## config.mk

```make
export PLATFORM = sky130hd
export DESIGN_NAME = tile_row_fetcher
export DESIGN_NICKNAME = d
export VERILOG_FILES = /design/src/rtl/tile_row_fetcher.sv
export SDC_FILE = /design/constraint.sdc
export NUM_CORES = 1
export LEC_CHECK = 0
export ABC_AREA = 1
export CORE_MARGIN = 2
export CORE_UTILIZATION = 45
export CTS_CLUSTER_DIAMETER = 40
export DETAILED_ROUTE_END_ITERATION = 6
export PLACE_DENSITY = 0.68
export REMOVE_ABC_BUFFERS = 1
export SKIP_LAST_GASP = 1
export SYNTH_ARGS = -nofsm -noshare
export SYNTH_HDL_FRONTEND = slang
export SYNTH_SLANG_ARGS = --single-unit
```

## constraint.sdc

```tcl
create_clock -name clock -period 2.3 [get_ports clock]
set_input_delay 0.23 -clock clock [delete_from_list [all_inputs] [get_ports clock]]
set_output_delay 0.23 -clock clock [all_outputs]
set_load 0.03 [all_outputs]
```

## src/rtl/tile_row_fetcher.sv

```systemverilog
// Tile ROM reader: fetches one 64-bit row per request into a prefetch buffer and
// serialises it pixel by pixel. Optional horizontal mirroring via TILE_ROW_FETCHER_MIRROR_EN.
module tile_row_fetcher #(
    parameter int PIXEL_BITS      = 4,
    parameter int TILE_WIDTH      = 16,
    parameter int TILE_INDEX_BITS = 5,
    parameter int ROW_INDEX_BITS  = 4
) (
    input  logic                             clock,
    input  logic                             reset_n,
    input  logic                             flush,
    input  logic                             req_valid,
    output logic                             req_ready,
    input  logic [TILE_INDEX_BITS-1:0]       req_tile,
    input  logic [ROW_INDEX_BITS-1:0]        req_row,
`ifdef TILE_ROW_FETCHER_MIRROR_EN
    input  logic                             req_hflip,
`endif
    output logic                             rom_read,
    output logic [TILE_INDEX_BITS-1:0]       rom_tile_index,
    output logic [ROW_INDEX_BITS-1:0]        rom_row_index,
    input  logic [PIXEL_BITS*TILE_WIDTH-1:0] rom_dout,
    input  logic                             pixel_enable,
    output logic [PIXEL_BITS-1:0]            pixel,
    output logic                             pixel_valid,
    output logic                             underrun
);

    localparam int CNT_W = (TILE_WIDTH > 1) ? $clog2(TILE_WIDTH) : 1;
    localparam logic [CNT_W-1:0] LAST = CNT_W'(TILE_WIDTH - 1);

    typedef enum logic [1:0] {IDLE, FETCH, CAPTURE} state_t;
    typedef logic [TILE_WIDTH-1:0][PIXEL_BITS-1:0] row_t;

    state_t                      state_q, state_d;
    logic                        rom_read_q, rom_read_d;
    logic [TILE_INDEX_BITS-1:0]  tile_q, tile_d;
    logic [ROW_INDEX_BITS-1:0]   row_q, row_d;
    logic                        req_flip_q, req_flip_d;
    row_t                        buf_row_q, buf_row_d;
    logic                        buf_full_q, buf_full_d;
    logic                        buf_flip_q, buf_flip_d;
    row_t                        sh_row_q, sh_row_d;
    logic                        sh_valid_q, sh_valid_d;
    logic                        sh_flip_q, sh_flip_d;
    logic [CNT_W-1:0]            count_q, count_d;
    logic                        underrun_q, underrun_d;
    logic                        flip_in;
    logic                        accept;
    logic                        load;
    logic [CNT_W-1:0]            lane;

`ifdef TILE_ROW_FETCHER_MIRROR_EN
    assign flip_in = req_hflip;
`else
    assign flip_in = 1'b0;
`endif

    assign req_ready = (state_q == IDLE) && !buf_full_q && !flush;
    assign accept    = req_valid && req_ready;

    // Buffer -> shifter transfer: fill an empty shifter, or chain on the last pixel.
    assign load = buf_full_q && (!sh_valid_q || (pixel_enable && count_q == LAST));

    always_comb begin
        state_d    = state_q;
        rom_read_d = 1'b0;
        tile_d     = tile_q;
        row_d      = row_q;
        req_flip_d = req_flip_q;
        buf_row_d  = buf_row_q;
        buf_full_d = buf_full_q;
        buf_flip_d = buf_flip_q;
        sh_row_d   = sh_row_q;
        sh_valid_d = sh_valid_q;
        sh_flip_d  = sh_flip_q;
        count_d    = count_q;
        underrun_d = 1'b0;

        case (state_q)
            IDLE: begin
                if (accept) begin
                    state_d    = FETCH;
                    rom_read_d = 1'b1;
                    tile_d     = req_tile;
                    row_d      = req_row;
                    req_flip_d = flip_in;
                end
            end
            FETCH:   state_d = CAPTURE;
            CAPTURE: begin
                state_d    = IDLE;
                buf_row_d  = rom_dout;
                buf_full_d = 1'b1;
                buf_flip_d = req_flip_q;
            end
            default: state_d = IDLE;
        endcase

        // A capture and a buffer drain never coincide: capture needs the buffer empty at accept.
        if (load) begin
            sh_row_d   = buf_row_q;
            sh_flip_d  = buf_flip_q;
            sh_valid_d = 1'b1;
            count_d    = '0;
            buf_full_d = 1'b0;
        end else if (sh_valid_q && pixel_enable) begin
            if (count_q != LAST) begin
                count_d = count_q + 1'b1;
            end else begin
                sh_valid_d = 1'b0;
                count_d    = '0;
                underrun_d = 1'b1;
            end
        end

        if (flush) begin
            state_d    = IDLE;
            rom_read_d = 1'b0;
            buf_full_d = 1'b0;
            sh_valid_d = 1'b0;
            count_d    = '0;
            underrun_d = 1'b0;
        end
    end

    always_ff @(posedge clock or negedge reset_n) begin
        if (!reset_n) begin
            state_q    <= IDLE;
            rom_read_q <= 1'b0;
            tile_q     <= '0;
            row_q      <= '0;
            req_flip_q <= 1'b0;
            buf_row_q  <= '0;
            buf_full_q <= 1'b0;
            buf_flip_q <= 1'b0;
            sh_row_q   <= '0;
            sh_valid_q <= 1'b0;
            sh_flip_q  <= 1'b0;
            count_q    <= '0;
            underrun_q <= 1'b0;
        end else begin
            state_q    <= state_d;
            rom_read_q <= rom_read_d;
            tile_q     <= tile_d;
            row_q      <= row_d;
            req_flip_q <= req_flip_d;
            buf_row_q  <= buf_row_d;
            buf_full_q <= buf_full_d;
            buf_flip_q <= buf_flip_d;
            sh_row_q   <= sh_row_d;
            sh_valid_q <= sh_valid_d;
            sh_flip_q  <= sh_flip_d;
            count_q    <= count_d;
            underrun_q <= underrun_d;
        end
    end

    // Lane 0 is the LS nibble; unflipped rows start from the MS nibble.
    assign lane = sh_flip_q ? count_q : (LAST - count_q);

    assign rom_read       = rom_read_q;
    assign rom_tile_index = tile_q;
    assign rom_row_index  = row_q;
    assign pixel_valid    = sh_valid_q;
    assign pixel          = sh_valid_q ? sh_row_q[lane] : '0;
    assign underrun       = underrun_q;

endmodule

```

==> results of run 1 <==
## what timing repair did
item	in CTS	in global routing
hold buffers	1	0
hold endpoints to repair	37	0
pin swaps	0	1
setup buffers	0	3
gates resized for setup	3	5
setup endpoints to repair	2	4
## flip-flops by register name (all words and copies together), names as in the netlist, 2 cells and up
register and count:
count_q 4, buf_row_q 64, sh_row_q 64, state_q 2, rom_tile_index 5, rom_row_index 4
## cells in the final DEF, fill, tap and decap left out, types with 11 or more instances in the layout
cell type / Yosys / layout
nor2_1: 55 / 55
clkbuf_16: 0 / 17
nor2_2: 27 / 27
dfrtp_1: 147 / 146
clkdlybuf4s50_1: 0 / 89
nand3_1: 53 / 53
a21oi_2: 36 / 38
nand2_1: 149 / 148
o21ai_0: 11 / 11
inv_1: 73 / 72
a21oi_1: 24 / 22
mux2_2: 47 / 47
buf_4: 0 / 14
## path summary, 6_finish.rpt
kind                            cells past startpoint        start  slack (ps)                to
worst max-delay path                                9   count_q[0]         150          pixel[2]
worst min-delay path                                2      reset_n         280     buf_row_q[11]
worst max register to register                      9   count_q[1]         400      sh_row_q[31]
worst min register to register                      2  sh_row_q[4]         480       sh_row_q[4]
max in group asynchronous                           3      reset_n        1280     buf_row_q[24]
min in group clock                                  3   req_row[0]         350  rom_row_index[0]
## stage by stage
stage | total power [mW] | setup TNS [ps] | area, um2 | setup WS [ps] | utilization (%)
floorplan | 5.15 | -93460 | 6300 | -1380 | -
detailed placement | 5.85 | 0 | 7650 | 304 | 53.3
finish | 8.96 | 0 | 8390 | 147 | 58.4
CTS | 9.05 | -1.17 | 8350 | -1.17 | 58.1
global route | 9.50 | -30.3 | 8390 | -30.3 | 58.4
global placement | 5.77 | 0 | 7650 | 355 | 53.3
## layer usage
metal | share of wire (%) | global-route usage (%) | vias up
met1 | 45 | 24.7 | 2281
met3 | 5.6 | 5.58 | 15
li1 | - | - | 2333
met4 | 1.3 | 5.02 | 0
met5 | 0 | 0 | -
met2 | 48 | 28.9 | 136
## worst max-delay path, stage by stage, from the launching register on
cell     delay [ps]
dfrtp_1         390
buf_6           140
buf_12          140
nor2_1           60
nor2_1          110
nand2_1          80
nand3_1         110
nand3_1         110
a21oi_2         220
buf_12          150
## cell families after synthesis
| group | after synthesis | synth area share, % |
|---|---|---|
| muxes | 47 | 8.09 |
| xor gates and xnor gates | 1 | 0.134 |
| adders and majority gates | 1 | 0.191 |
| buffers and inverters | 112 | 8.13 |
| AOI/OAI and AO/OA | 78 | 8.03 |
| and+or+nand+nor | 293 | 19.2 |
| DFF | 147 | 56.2 |
## cell type report
class                   instances  share of cell area (%)
repair buffers                113                    13.9
flip-flops and latches        147                    43.9
clock inverters                 9                    2.39
multi-input cells             420                    28.0
clock buffers                  22                    5.65
well taps                     184                    2.75
inverters                      76                    3.40
## report_power, final
part / switching (mW) / internal [mW]
sequential: 0.425 / 3.48
clock: 1.03 / 2.11
combinational: 1.03 / 0.887
total: 2.48 / 6.48
==> impl_metrics.py, run 1 <==
metrics = {
    "outcome": {
        "status": "completed",
    },
    "pwr": {
        "p_per_area_nw_per_um2": 1070,
        "p_leak_nw": 3.96,
        "ir_worst_vdd_mv": 0.521,
    },
    "sta": {
        "finalMaxSlewViolations": 0,
        "setup_viol": 0,
        "whs_ps": 278,
        "final.min_clock_period_ps": 2150,
        "rsz0062_at_grt": "true",
        "tightestPinTransition_ps": 490,
        "skew_ps": 14.0,
        "maxSlewHeadroom_pct": 67.3,
        "final_hold_viol_count": 0,
        "clock.fmax_ghz": 0.465,
        "min_period_over_period_pct": 93.6,
    },
    "final_layout": {
        "insertedDiodeCount": 0,
        "layout-drive-gt1-share_pct": 22.0,
        "fin_cells": 971,
        "seqCellArea_um2": 3680,
        "finalNetCount": 854,
        "synthToLayoutAreaGrowth_pct": 28.2,
        "n_fill_cell": 1212,
        "multi_input_area_um2": 2350,
    },
    "global_routing": {
        "antenna_found_initial": 0,
        "grt_overflow": 0,
        "grt_pass1_vias": 4952,
        "grt_pass1_wl_um": 23300,
        "grt_usage_pct": 18.3,
        "grt_max_degree": 83,
    },
    "routing": {
        "ant_nets": 0,
        "num_vias": 4765,
        "via_per_inst": 4.91,
        "wl_per_cell_um": 13.8,
        "firstDrtPassIters": 5,
        "wl_um": 13400,
        "detail_route.iter0.violations": 355,
        "drc": 0,
    },
    "yosys": {
        "yosysTopAreaCell": "dfrtp_1",
        "yosysWarnings": 0,
        "synthTopCellsByCount": "nand2_1, dfrtp_1, inv_1",
        "synthCells": 679,
        "ys_ff_latch": 147,
        "yosysSeqAreaShare_pct": 56.2,
        "yosysMostFrequentCell": "nand2_1",
        "syn_area_per_cell_um2": 9.64,
        "synthTopCellsByArea": "dfrtp_1, nand2_1, mux2_2",
        "synth-edff-count": 0,
        "synthArstFlopShare_pct": 100,
        "yosysTopAreaCellShare_pct": 56.2,
        "ys_types": 22,
        "syn_area_um2": 6540,
        "synth_top_flop_cell": "dfrtp_1",
    },
    "placed_design": {
        "io_buffer_count": 94,
        "dpl.cell_count": 936,
        "post-dp-hpwl_um": 9270,
        "gp_congestion": 0.866,
    },
    "floorplanning": {
        "die_area_um2": 15500,
        "fp.dieH_um": 125,
        "core_area_um2": 14400,
        "rows": 44,
        "die-width_um": 125,
        "initial_core_util_pct": 45.5,
        "io_pins": 95,
    },
    "setup_path": {
        "arrival_ps": 1920,
        "cp-start-kind": "register",
        "worstPathRequired_ps": 2070,
        "path_max_fanout": 23,
        "path_class": "reg2out",
        "worstSetupEndpointType": "output pin",
    },
    "cts": {
        "cts_tree": "built",
        "root_buffer": "clkbuf_16",
        "insertion_delay_ps": 420,
        "clk_pin_slew_ps": 60,
        "numClockSinks": 147,
        "clockBufferDepth": 2,
        "htree_levels": 4,
        "cts_buffers": 17,
    },
    "job": {
        "cap_violations": 0,
    },
    "min_path": {
        "hp-class": "in2async",
    },
}
(Power assumes the default switching activity.)
==> run 2, diff against run 1 <==
--- a/config.mk
+++ b/config.mk
@@ -10,6 +10,7 @@
 export CORE_UTILIZATION = 45
 export CTS_CLUSTER_DIAMETER = 40
 export DETAILED_ROUTE_END_ITERATION = 6
+export GPL_ROUTABILITY_DRIVEN = 0
 export PLACE_DENSITY = 0.68
 export REMOVE_ABC_BUFFERS = 1
 export SKIP_LAST_GASP = 1
==> results of run 2 <==
Same layout as run 1: the final DEF is identical, and so are final timing and power.
